`src/rtl/memory_bus_arbiter.sv`:
```
// Shares one AXI-Lite master port between the instruction-fetch path (read-only)
// and the data-memory path, one transaction at a time, round-robin on ties.
module memory_bus_arbiter #(
  parameter int XLEN = 32
) (
  input  logic            i_Clock,
  input  logic            i_Reset,

  input  logic            i_Instr_Req_Valid,
  input  logic [XLEN-1:0] i_Instr_Req_Addr,
  output logic            o_Instr_Req_Ready,
  output logic            o_Instr_Resp_Valid,
  output logic [XLEN-1:0] o_Instr_Resp_Data,
  output logic            o_Instr_Resp_Error,

  input  logic            i_Data_Req_Valid,
  input  logic            i_Data_Req_Write,
  input  logic [XLEN-1:0] i_Data_Req_Addr,
  input  logic [XLEN-1:0] i_Data_Req_Wdata,
  input  logic [3:0]      i_Data_Req_Wstrb,
  output logic            o_Data_Req_Ready,
  output logic            o_Data_Resp_Valid,
  output logic [XLEN-1:0] o_Data_Resp_Rdata,
  output logic            o_Data_Resp_Error,

  output logic [XLEN-1:0] m_axil_araddr,
  output logic            m_axil_arvalid,
  input  logic            m_axil_arready,
  input  logic [XLEN-1:0] m_axil_rdata,
  input  logic [1:0]      m_axil_rresp,
  input  logic            m_axil_rvalid,
  output logic            m_axil_rready,
  output logic [XLEN-1:0] m_axil_awaddr,
  output logic            m_axil_awvalid,
  input  logic            m_axil_awready,
  output logic [XLEN-1:0] m_axil_wdata,
  output logic [3:0]      m_axil_wstrb,
  output logic            m_axil_wvalid,
  input  logic            m_axil_wready,
  input  logic [1:0]      m_axil_bresp,
  input  logic            m_axil_bvalid,
  output logic            m_axil_bready
);

  typedef enum logic [2:0] {
    S_IDLE,
    S_RD_ADDR,
    S_RD_DATA,
    S_WR,
    S_WR_RESP,
    S_RESP
  } state_t;

  typedef enum logic {
    REQ_INSTR = 1'b0,
    REQ_DATA  = 1'b1
  } req_t;

  state_t          state_q, state_d;
  req_t            lastGrant_q, lastGrant_d;
  req_t            reqId_q, reqId_d;
  logic [XLEN-1:0] addr_q, addr_d;
  logic [XLEN-1:0] wdata_q, wdata_d;
  logic [3:0]      wstrb_q, wstrb_d;
  logic            awDone_q, awDone_d;
  logic            wDone_q, wDone_d;
  logic [XLEN-1:0] respData_q, respData_d;
  logic            respError_q, respError_d;
  logic            grantInstr, grantData;

  // A tie goes to whichever requester was not served last.
  assign grantInstr = i_Instr_Req_Valid &&
                      (!i_Data_Req_Valid || (lastGrant_q == REQ_DATA));
  assign grantData  = i_Data_Req_Valid &&
                      (!i_Instr_Req_Valid || (lastGrant_q == REQ_INSTR));

  always_ff @(posedge i_Clock or posedge i_Reset) begin
    if (i_Reset) begin
      state_q     <= S_IDLE;
      lastGrant_q <= REQ_DATA;
      reqId_q     <= REQ_INSTR;
      addr_q      <= '0;
      wdata_q     <= '0;
      wstrb_q     <= '0;
      awDone_q    <= 1'b0;
      wDone_q     <= 1'b0;
      respData_q  <= '0;
      respError_q <= 1'b0;
    end else begin
      state_q     <= state_d;
      lastGrant_q <= lastGrant_d;
      reqId_q     <= reqId_d;
      addr_q      <= addr_d;
      wdata_q     <= wdata_d;
      wstrb_q     <= wstrb_d;
      awDone_q    <= awDone_d;
      wDone_q     <= wDone_d;
      respData_q  <= respData_d;
      respError_q <= respError_d;
    end
  end

  always_comb begin
    state_d            = state_q;
    lastGrant_d        = lastGrant_q;
    reqId_d            = reqId_q;
    addr_d             = addr_q;
    wdata_d            = wdata_q;
    wstrb_d            = wstrb_q;
    awDone_d           = awDone_q;
    wDone_d            = wDone_q;
    respData_d         = respData_q;
    respError_d        = respError_q;
    o_Instr_Req_Ready  = 1'b0;
    o_Data_Req_Ready   = 1'b0;
    o_Instr_Resp_Valid = 1'b0;
    o_Data_Resp_Valid  = 1'b0;
    m_axil_arvalid     = 1'b0;
    m_axil_rready      = 1'b0;
    m_axil_awvalid     = 1'b0;
    m_axil_wvalid      = 1'b0;
    m_axil_bready      = 1'b0;

    unique case (state_q)
      S_IDLE: begin
        o_Instr_Req_Ready = grantInstr;
        o_Data_Req_Ready  = grantData;
        if (grantInstr) begin
          reqId_d     = REQ_INSTR;
          lastGrant_d = REQ_INSTR;
          addr_d      = i_Instr_Req_Addr;
          wdata_d     = '0;
          wstrb_d     = '0;
          state_d     = S_RD_ADDR;
        end else if (grantData) begin
          reqId_d     = REQ_DATA;
          lastGrant_d = REQ_DATA;
          addr_d      = i_Data_Req_Addr;
          wdata_d     = i_Data_Req_Wdata;
          wstrb_d     = i_Data_Req_Wstrb;
          state_d     = i_Data_Req_Write ? S_WR : S_RD_ADDR;
        end
      end

      S_RD_ADDR: begin
        m_axil_arvalid = 1'b1;
        if (m_axil_arready) begin
          state_d = S_RD_DATA;
        end
      end

      S_RD_DATA: begin
        m_axil_rready = 1'b1;
        if (m_axil_rvalid) begin
          respData_d  = m_axil_rdata;
          respError_d = (m_axil_rresp != 2'b00);
          state_d     = S_RESP;
        end
      end

      // AW and W retire independently; move on once both have handshaken.
      S_WR: begin
        m_axil_awvalid = !awDone_q;
        m_axil_wvalid  = !wDone_q;
        if ((awDone_q || m_axil_awready) && (wDone_q || m_axil_wready)) begin
          awDone_d = 1'b0;
          wDone_d  = 1'b0;
          state_d  = S_WR_RESP;
        end else begin
          awDone_d = awDone_q || m_axil_awready;
          wDone_d  = wDone_q || m_axil_wready;
        end
      end

      S_WR_RESP: begin
        m_axil_bready = 1'b1;
        if (m_axil_bvalid) begin
          respData_d  = '0;
          respError_d = (m_axil_bresp != 2'b00);
          state_d     = S_RESP;
        end
      end

      S_RESP: begin
        o_Instr_Resp_Valid = (reqId_q == REQ_INSTR);
        o_Data_Resp_Valid  = (reqId_q == REQ_DATA);
        state_d            = S_IDLE;
      end

      default: begin
        state_d = S_IDLE;
      end
    endcase
  end

  assign m_axil_araddr      = addr_q;
  assign m_axil_awaddr      = addr_q;
  assign m_axil_wdata       = wdata_q;
  assign m_axil_wstrb       = wstrb_q;
  assign o_Instr_Resp_Data  = respData_q;
  assign o_Instr_Resp_Error = respError_q;
  assign o_Data_Resp_Rdata  = respData_q;
  assign o_Data_Resp_Error  = respError_q;

endmodule

```
`config.mk`:
```
export PLATFORM = sky130hd
export DESIGN_NAME = memory_bus_arbiter
export DESIGN_NICKNAME = d
export VERILOG_FILES = /design/src/rtl/memory_bus_arbiter.sv
export SDC_FILE = /design/constraint.sdc
export NUM_CORES = 1
export LEC_CHECK = 0
export BUFFER_PORTS_ARGS = -buffer_cell sky130_fd_sc_hd__buf_2
export CAP_MARGIN = 10
export CORE_AREA = 2 2 125 127
export DETAILED_ROUTE_END_ITERATION = 10
export DIE_AREA = 0 0 127 129
export MAX_ROUTING_LAYER = met4
export PLACE_DENSITY = 0.69
export SLEW_MARGIN = 20
export SYNTH_ARGS = -nofsm -noshare
export SYNTH_HDL_FRONTEND = slang
export SYNTH_SLANG_ARGS = --single-unit
export TNS_END_PERCENT = 10
```
`constraint.sdc`:
```
create_clock -name i_Clock -period 4.2 [get_ports i_Clock]
set_input_delay 0.21 -clock i_Clock [delete_from_list [all_inputs] [get_ports i_Clock]]
set_output_delay 0.21 -clock i_Clock [all_outputs]
set_load 0.02 [all_outputs]
```
# Yosys cells after proc, flatten, opt, wreduce, memory -nomap -nowiden
# Cells that the tools add are included.
# word_totals
output_inout_bits	175
in_bits	146
elab_cells	74
ff_bits	108
# op_classes
eq_ne	10
reduce_logical	19
mux	33
n_bitwise	2
# op_table
cell	n
$mux W32	6
$pmux W32 S2	1
$mux W3	6
$mux W1	15
$pmux W3 S5	1
$mux W4	2
$ne A2 B2 Y1 const B	4
$reduce_bool A2 Y1	4
$eq A3 B2 Y1 const B	2
$eq A3 B3 Y1 const B	2
$reduce_and A5 Y1	1
$logic_not A1 Y1	4
$logic_or A1 B1 Y1	4
$eq A3 B1 Y1 const B	1
$logic_and A1 B1 Y1	3
$logic_not A3 Y1	1
$ne A3 B3 Y1 const B	1
$reduce_and A3 Y1	1
$mux W2	1
$not A1 Y1	2
$pmux W1 S2	1
$reduce_and A2 Y1	1

# Logic depth before layout (Yosys ltp)
# depth
word_depth	6
mapped_depth	7
mapped_depth_nobuf	3

# Least setup slack after synthesis
# Ideal clock, no wire load.
# synth_timing
path_type	reg-to-reg
start	register lastGrant_q
end	register reqId_q
period_less_slack_ps	1788
required_time_ps	4081
path_stages_with_launch	5
setup_slack_ps	2412
n_path_buf	1
setup_time_ps	119
arrival_time_ps	1669
path_cell_list	dfstp_2 and2b_1 clkbuf_2 nor3b_1 o21ba_2
# synth_via
elab_chain_len	5
elab_cells_between_ends	8
cone_classes	mux: 1; bitwise: 1; reduce/logical: 6
# synth_rtl
item	line_no	source
start, declared	60	req_t lastGrant_q, lastGrant_d;
start signal, assigned	91	lastGrant_q <= lastGrant_d;
$not A1 Y1	75	(!i_Instr_Req_Valid || (lastGrant_q == REQ_INSTR));
$logic_or A1 B1 Y1	75	
$logic_and A1 B1 Y1	74	assign grantData = i_Data_Req_Valid &&
$reduce_bool A2 Y1 (no source line)	--	
$reduce_and A2 Y1 (no source line)	--	
end signal, assigned	92	reqId_q <= reqId_d;
end, declared	61	req_t reqId_q, reqId_d;
# Several ways; a longest one is shown, not always the timed one.
# A chain may end at the register's enable or synchronous reset.

# Final worst setup path
# layout_timing
start	register state_q[0]
end	output o_Data_Req_Ready
# layout_via
elab_chain_len	2
# layout_rtl
item	line_no	source
start, declared	59	state_t state_q, state_d;
start signal, assigned	90	state_q <= state_d;
$logic_not A3 Y1	124	unique case (state_q)
$mux W1	124	
end, declared	21	output logic o_Data_Req_Ready,
# Every way passes these cells.

==> impl_summary.txt <==
----------------------------------------------------
[Finish]
  Most common cell after layout, fill and taps aside ... sky130_fd_sc_hd__buf_2
  Area grow syn2layout ... 26.9%
  Post-layout net count ... 910
  Final Instance Area ... 0.00691 mm2
  Proportion of layout cells with a drive suffix above 1 ... 45.6%
  Diode insertion count for antenna repair ... 0
  Commonest non-fill, non-tap cells in the layout ... 320 x sky130_fd_sc_hd__buf_2, 107 x sky130_fd_sc_hd__dfrtp_1, 36 x sky130_fd_sc_hd__a22o_1
  Number of filler cells placed in the layout ... 1461

[STA]
  Worst hold slack across all endpoints ... 7.41 ps
  Worst Skew ... 12.5 ps
  Final Cycle Share ... 62.4%
  Slack of the critical path ... 1580 ps
  Max Fclk ... 381 MHz
  Total negative setup slack ... 0 ps
  Worst Tran Pin Value ... 1060 ps
  Unrepaired setup endpoints after global routing ... no
  Final-report max-slew violation count ... 0
  Final critical delay including setup and external delays ... 2620 ps
  Final setup vio count ... 0
  Number of endpoints with negative hold slack in the final report ... 0
  Slew Limit Headroom ... 29.5%

[Clock network]
  Num Clock Sinks ... 108
  Number of buffers created by CTS ... 9
  Gates resized, CTS repair ... 0
  Max H-tree Level ... 3
  Setup Fix Bufs, Post-CTS ... 0
  Longest Clk Path Bufs ... 2
  Clock latency reported for the late side of the worst-skew pair ... 350 ps
  CTS clk-pin slew, worst paths ... 80 ps
  CTS hold repair buffers ... 0
  Clock tree from TritonCTS ... done
  Clock tree root buffer cell ... sky130_fd_sc_hd__clkbuf_16

[Yosys]
  Sequential fraction of the synthesis area ... 49.7%
  Primary flip-flop cell chosen by synthesis mapping ... sky130_fd_sc_hd__dfrtp_1
  Cell type contributing the most total cell area after synthesis ... sky130_fd_sc_hd__dfrtp_1
  Complex-gate fraction of the synthesized area ... 17.8%
  Combinational family with the most area after synthesis ... compound AO/OA/AOI/OAI gates
  Fraction of synthesized cell area in xor and xnor cells ... 0%
  Warnings from Yosys ... 0
  Synthesized flop and latch total ... 108
  Synthesized netlist net count ... 681
  Adder and majority gate portion of the synthesized area ... 0%
  Cells after Synth ... 535
  Number of distinct library cell variants in the gate-level netlist after synthesis ... 42
  Share of the synthesized area in the top cell type ... 49.2%
  Post-synthesis async set-or-reset flop share ... 100%
  Post-synth EDFFs ... 0
  Simple logic cell fraction of the synthesized area ... 10.4%
  Dominant cells by area after synthesis ... sky130_fd_sc_hd__dfrtp_1 49%, sky130_fd_sc_hd__buf_4 9.5%, sky130_fd_sc_hd__mux2i_1 6.3%
  Synth Cell Area ... 0.00544 mm2
  Syn avg cell area ... 10.2 um2
  Portion of netlist area occupied by mux cells ... 6.46%

[Power and ir drop]
  Comb pwr share ... 52.1%
  P_leak ... 3.60 nW
  Final total power ... 5.74 mW
  Share of power burned in the clock network ... 14.4%
  Switching power total ... 2.73 mW
  Power Dens Cells ... 831 mW/mm2
  Seq pwr share ... 33.5%
  Net switching fraction of the power ... 47.6%
  Worst vdd ir ... 405 uV
  Internal Dissipation ... 3.01 mW

[Floorplan]
  Total Die Area ... 0.0164 mm2
  Initial core utilization ... 36.3%
  Die W ... 127 um
  IO Count ... 321
  Core Footprint ... 0.0150 mm2
  Die height ... 129 um
  Floorplan row count ... 45

[Placement]
  Number of port buffers ... 320
  Total cell area at the placement stage ... 0.00662 mm2
  Final weighted congestion in routability-driven placement ... 0.768
  HPWL after DPL ... 11200 um
  Worst Setup Slack post-DPL ... 1890 ps

[Global routing]
  Wire length of the first global-routing pass ... 23300 um
  Via count of the first global-routing pass ... 4354
  Pin count of the biggest net entering global routing ... 67
  GRT Residual Overflow ... 0
  Number of antenna violations at the first check in global routing ... 0
  Overall global routing resource usage ... 18.8%

[Worst setup path]
  Crit path max fanout ... 38
  Startpoint type of the worst setup path ... flop
  Startpoint-to-endpoint class of the critical path ... flop to output pin
  Crit. End Element ... output pin
  Arrival time worst endpoint ... 2410 ps
  Data required time of the critical path ... 3990 ps
  Worst-case reg-to-reg path depth ... 4

[Detailed routing]
  Total Routed Length ... 15500 um
  Iteration-0 DRC Markers ... 181
  Number of vias per cell after detailed routing ... 4.93
  Routed wire per std cell ... 16.2 um
  Total via count in the routed design ... 4719
  Detailed-route DRC error count ... 0
  Number of routed nets with antenna violations ... 0
  Number of search-and-repair iterations in the first detailed-routing pass ... 5

[Flow run]
  Max-capacitance violation count ... 0

[Outcome]
  Outcome ... finished, final reports clean

[Hold path]
  Worst hold-check path type ... input port to async pin

----------------------------------------------------
## routing by layer
metal / vias up / wire, um / global-route usage, %
met4: 0 / 226 / 5.69
met3: 14 / 1130 / 3.53
li1: 2255 / - / -
met5: - / 0 / -
met1: 2224 / 6330 / 22.6
met2: 226 / 7810 / 32.2
## through the flow
stage / std cells / util (%)
floorplan: 535 / -
global placement: 941 / 44.2
detailed placement: 941 / 44.2
CTS: 957 / 46.1
global route: 957 / 46.1
finish: 957 / 46.1
## worst paths after layout
check                                      from                    to  slack, ps
setup / recovery                     state_q[0]      o_Data_Req_Ready       1580
hold / removal                          i_Reset       m_axil_wdata[7]          7
setup reg to reg                     state_q[1]  o_Data_Resp_Rdata[8]       1880
hold reg to reg                 m_axil_wdata[0]       m_axil_wdata[0]        500
max in group asynchronous               i_Reset     m_axil_araddr[21]       3080
min in group i_Clock       i_Data_Req_Wdata[23]      m_axil_wdata[23]         70
## worst max-delay path, stage by stage (launching register included)
cell and delay [ps]:
sky130_fd_sc_hd__dfrtp_1 600, sky130_fd_sc_hd__nor3_4 190, sky130_fd_sc_hd__buf_4 400, sky130_fd_sc_hd__and3_1 220, sky130_fd_sc_hd__buf_4 390, sky130_fd_sc_hd__buf_2 250
## cells by family after synthesis
family                 after synthesis
flip-flops                         108
multiplexers                        35
AO/OA/AOI/OAI                      149
buffers and inverters              144
AND/OR/NAND/NOR                     99
## synth_stat cells (2+ instances only)
cell type                  instances
sky130_fd_sc_hd__clkbuf_1         20
sky130_fd_sc_hd__buf_4            69
sky130_fd_sc_hd__a31oi_1          35
sky130_fd_sc_hd__mux2i_1          34
sky130_fd_sc_hd__inv_1            34
sky130_fd_sc_hd__nand2b_1          2
sky130_fd_sc_hd__a21oi_1          34
sky130_fd_sc_hd__nor2b_1           2
sky130_fd_sc_hd__nand2_1          33
sky130_fd_sc_hd__o22a_1            2
sky130_fd_sc_hd__o21ai_0          31
sky130_fd_sc_hd__nor3b_1           2
sky130_fd_sc_hd__a22o_1           36
sky130_fd_sc_hd__nand3b_1         35
sky130_fd_sc_hd__o21ai_1           2
sky130_fd_sc_hd__dfrtp_1         107
sky130_fd_sc_hd__nor2_1           12
sky130_fd_sc_hd__and2_1            3
sky130_fd_sc_hd__o211a_1           2
sky130_fd_sc_hd__buf_6             5
sky130_fd_sc_hd__buf_2            14
## area by class of cell
cell class	count	area, um2	area share [%]
Inverter	35	134	1.94
Timing Repair Buffer	327	1650	23.9
Tap cell	188	235	3.41
Multi-Input combinational cell	283	1900	27.5
Sequential cell	108	2700	39.1
Clock inverter	6	55.1	0.797
Clock buffer	10	229	3.31
## sequential cells by signal, indices dropped and copies added (netlist names)
name / cells
m_axil_wstrb: 4
m_axil_araddr: 32
m_axil_wdata: 32
o_Data_Resp_Error: 1
awDone_q: 1
wDone_q: 1
reqId_q: 1
lastGrant_q: 1
o_Data_Resp_Rdata: 32
state_q: 3
## power groups by stage
stage	clock [mW]	combinational (mW)	sequential (mW)
after CTS	0.852	3.03	1.93
after global routing	0.894	3.22	1.99
final	0.826	2.99	1.92
after global placement	0	2.99	1.93
after detailed placement	0	3.03	1.94
after floorplan	0	1.93	2.37
No activity file was read; power rests on OpenSTA's default activity.
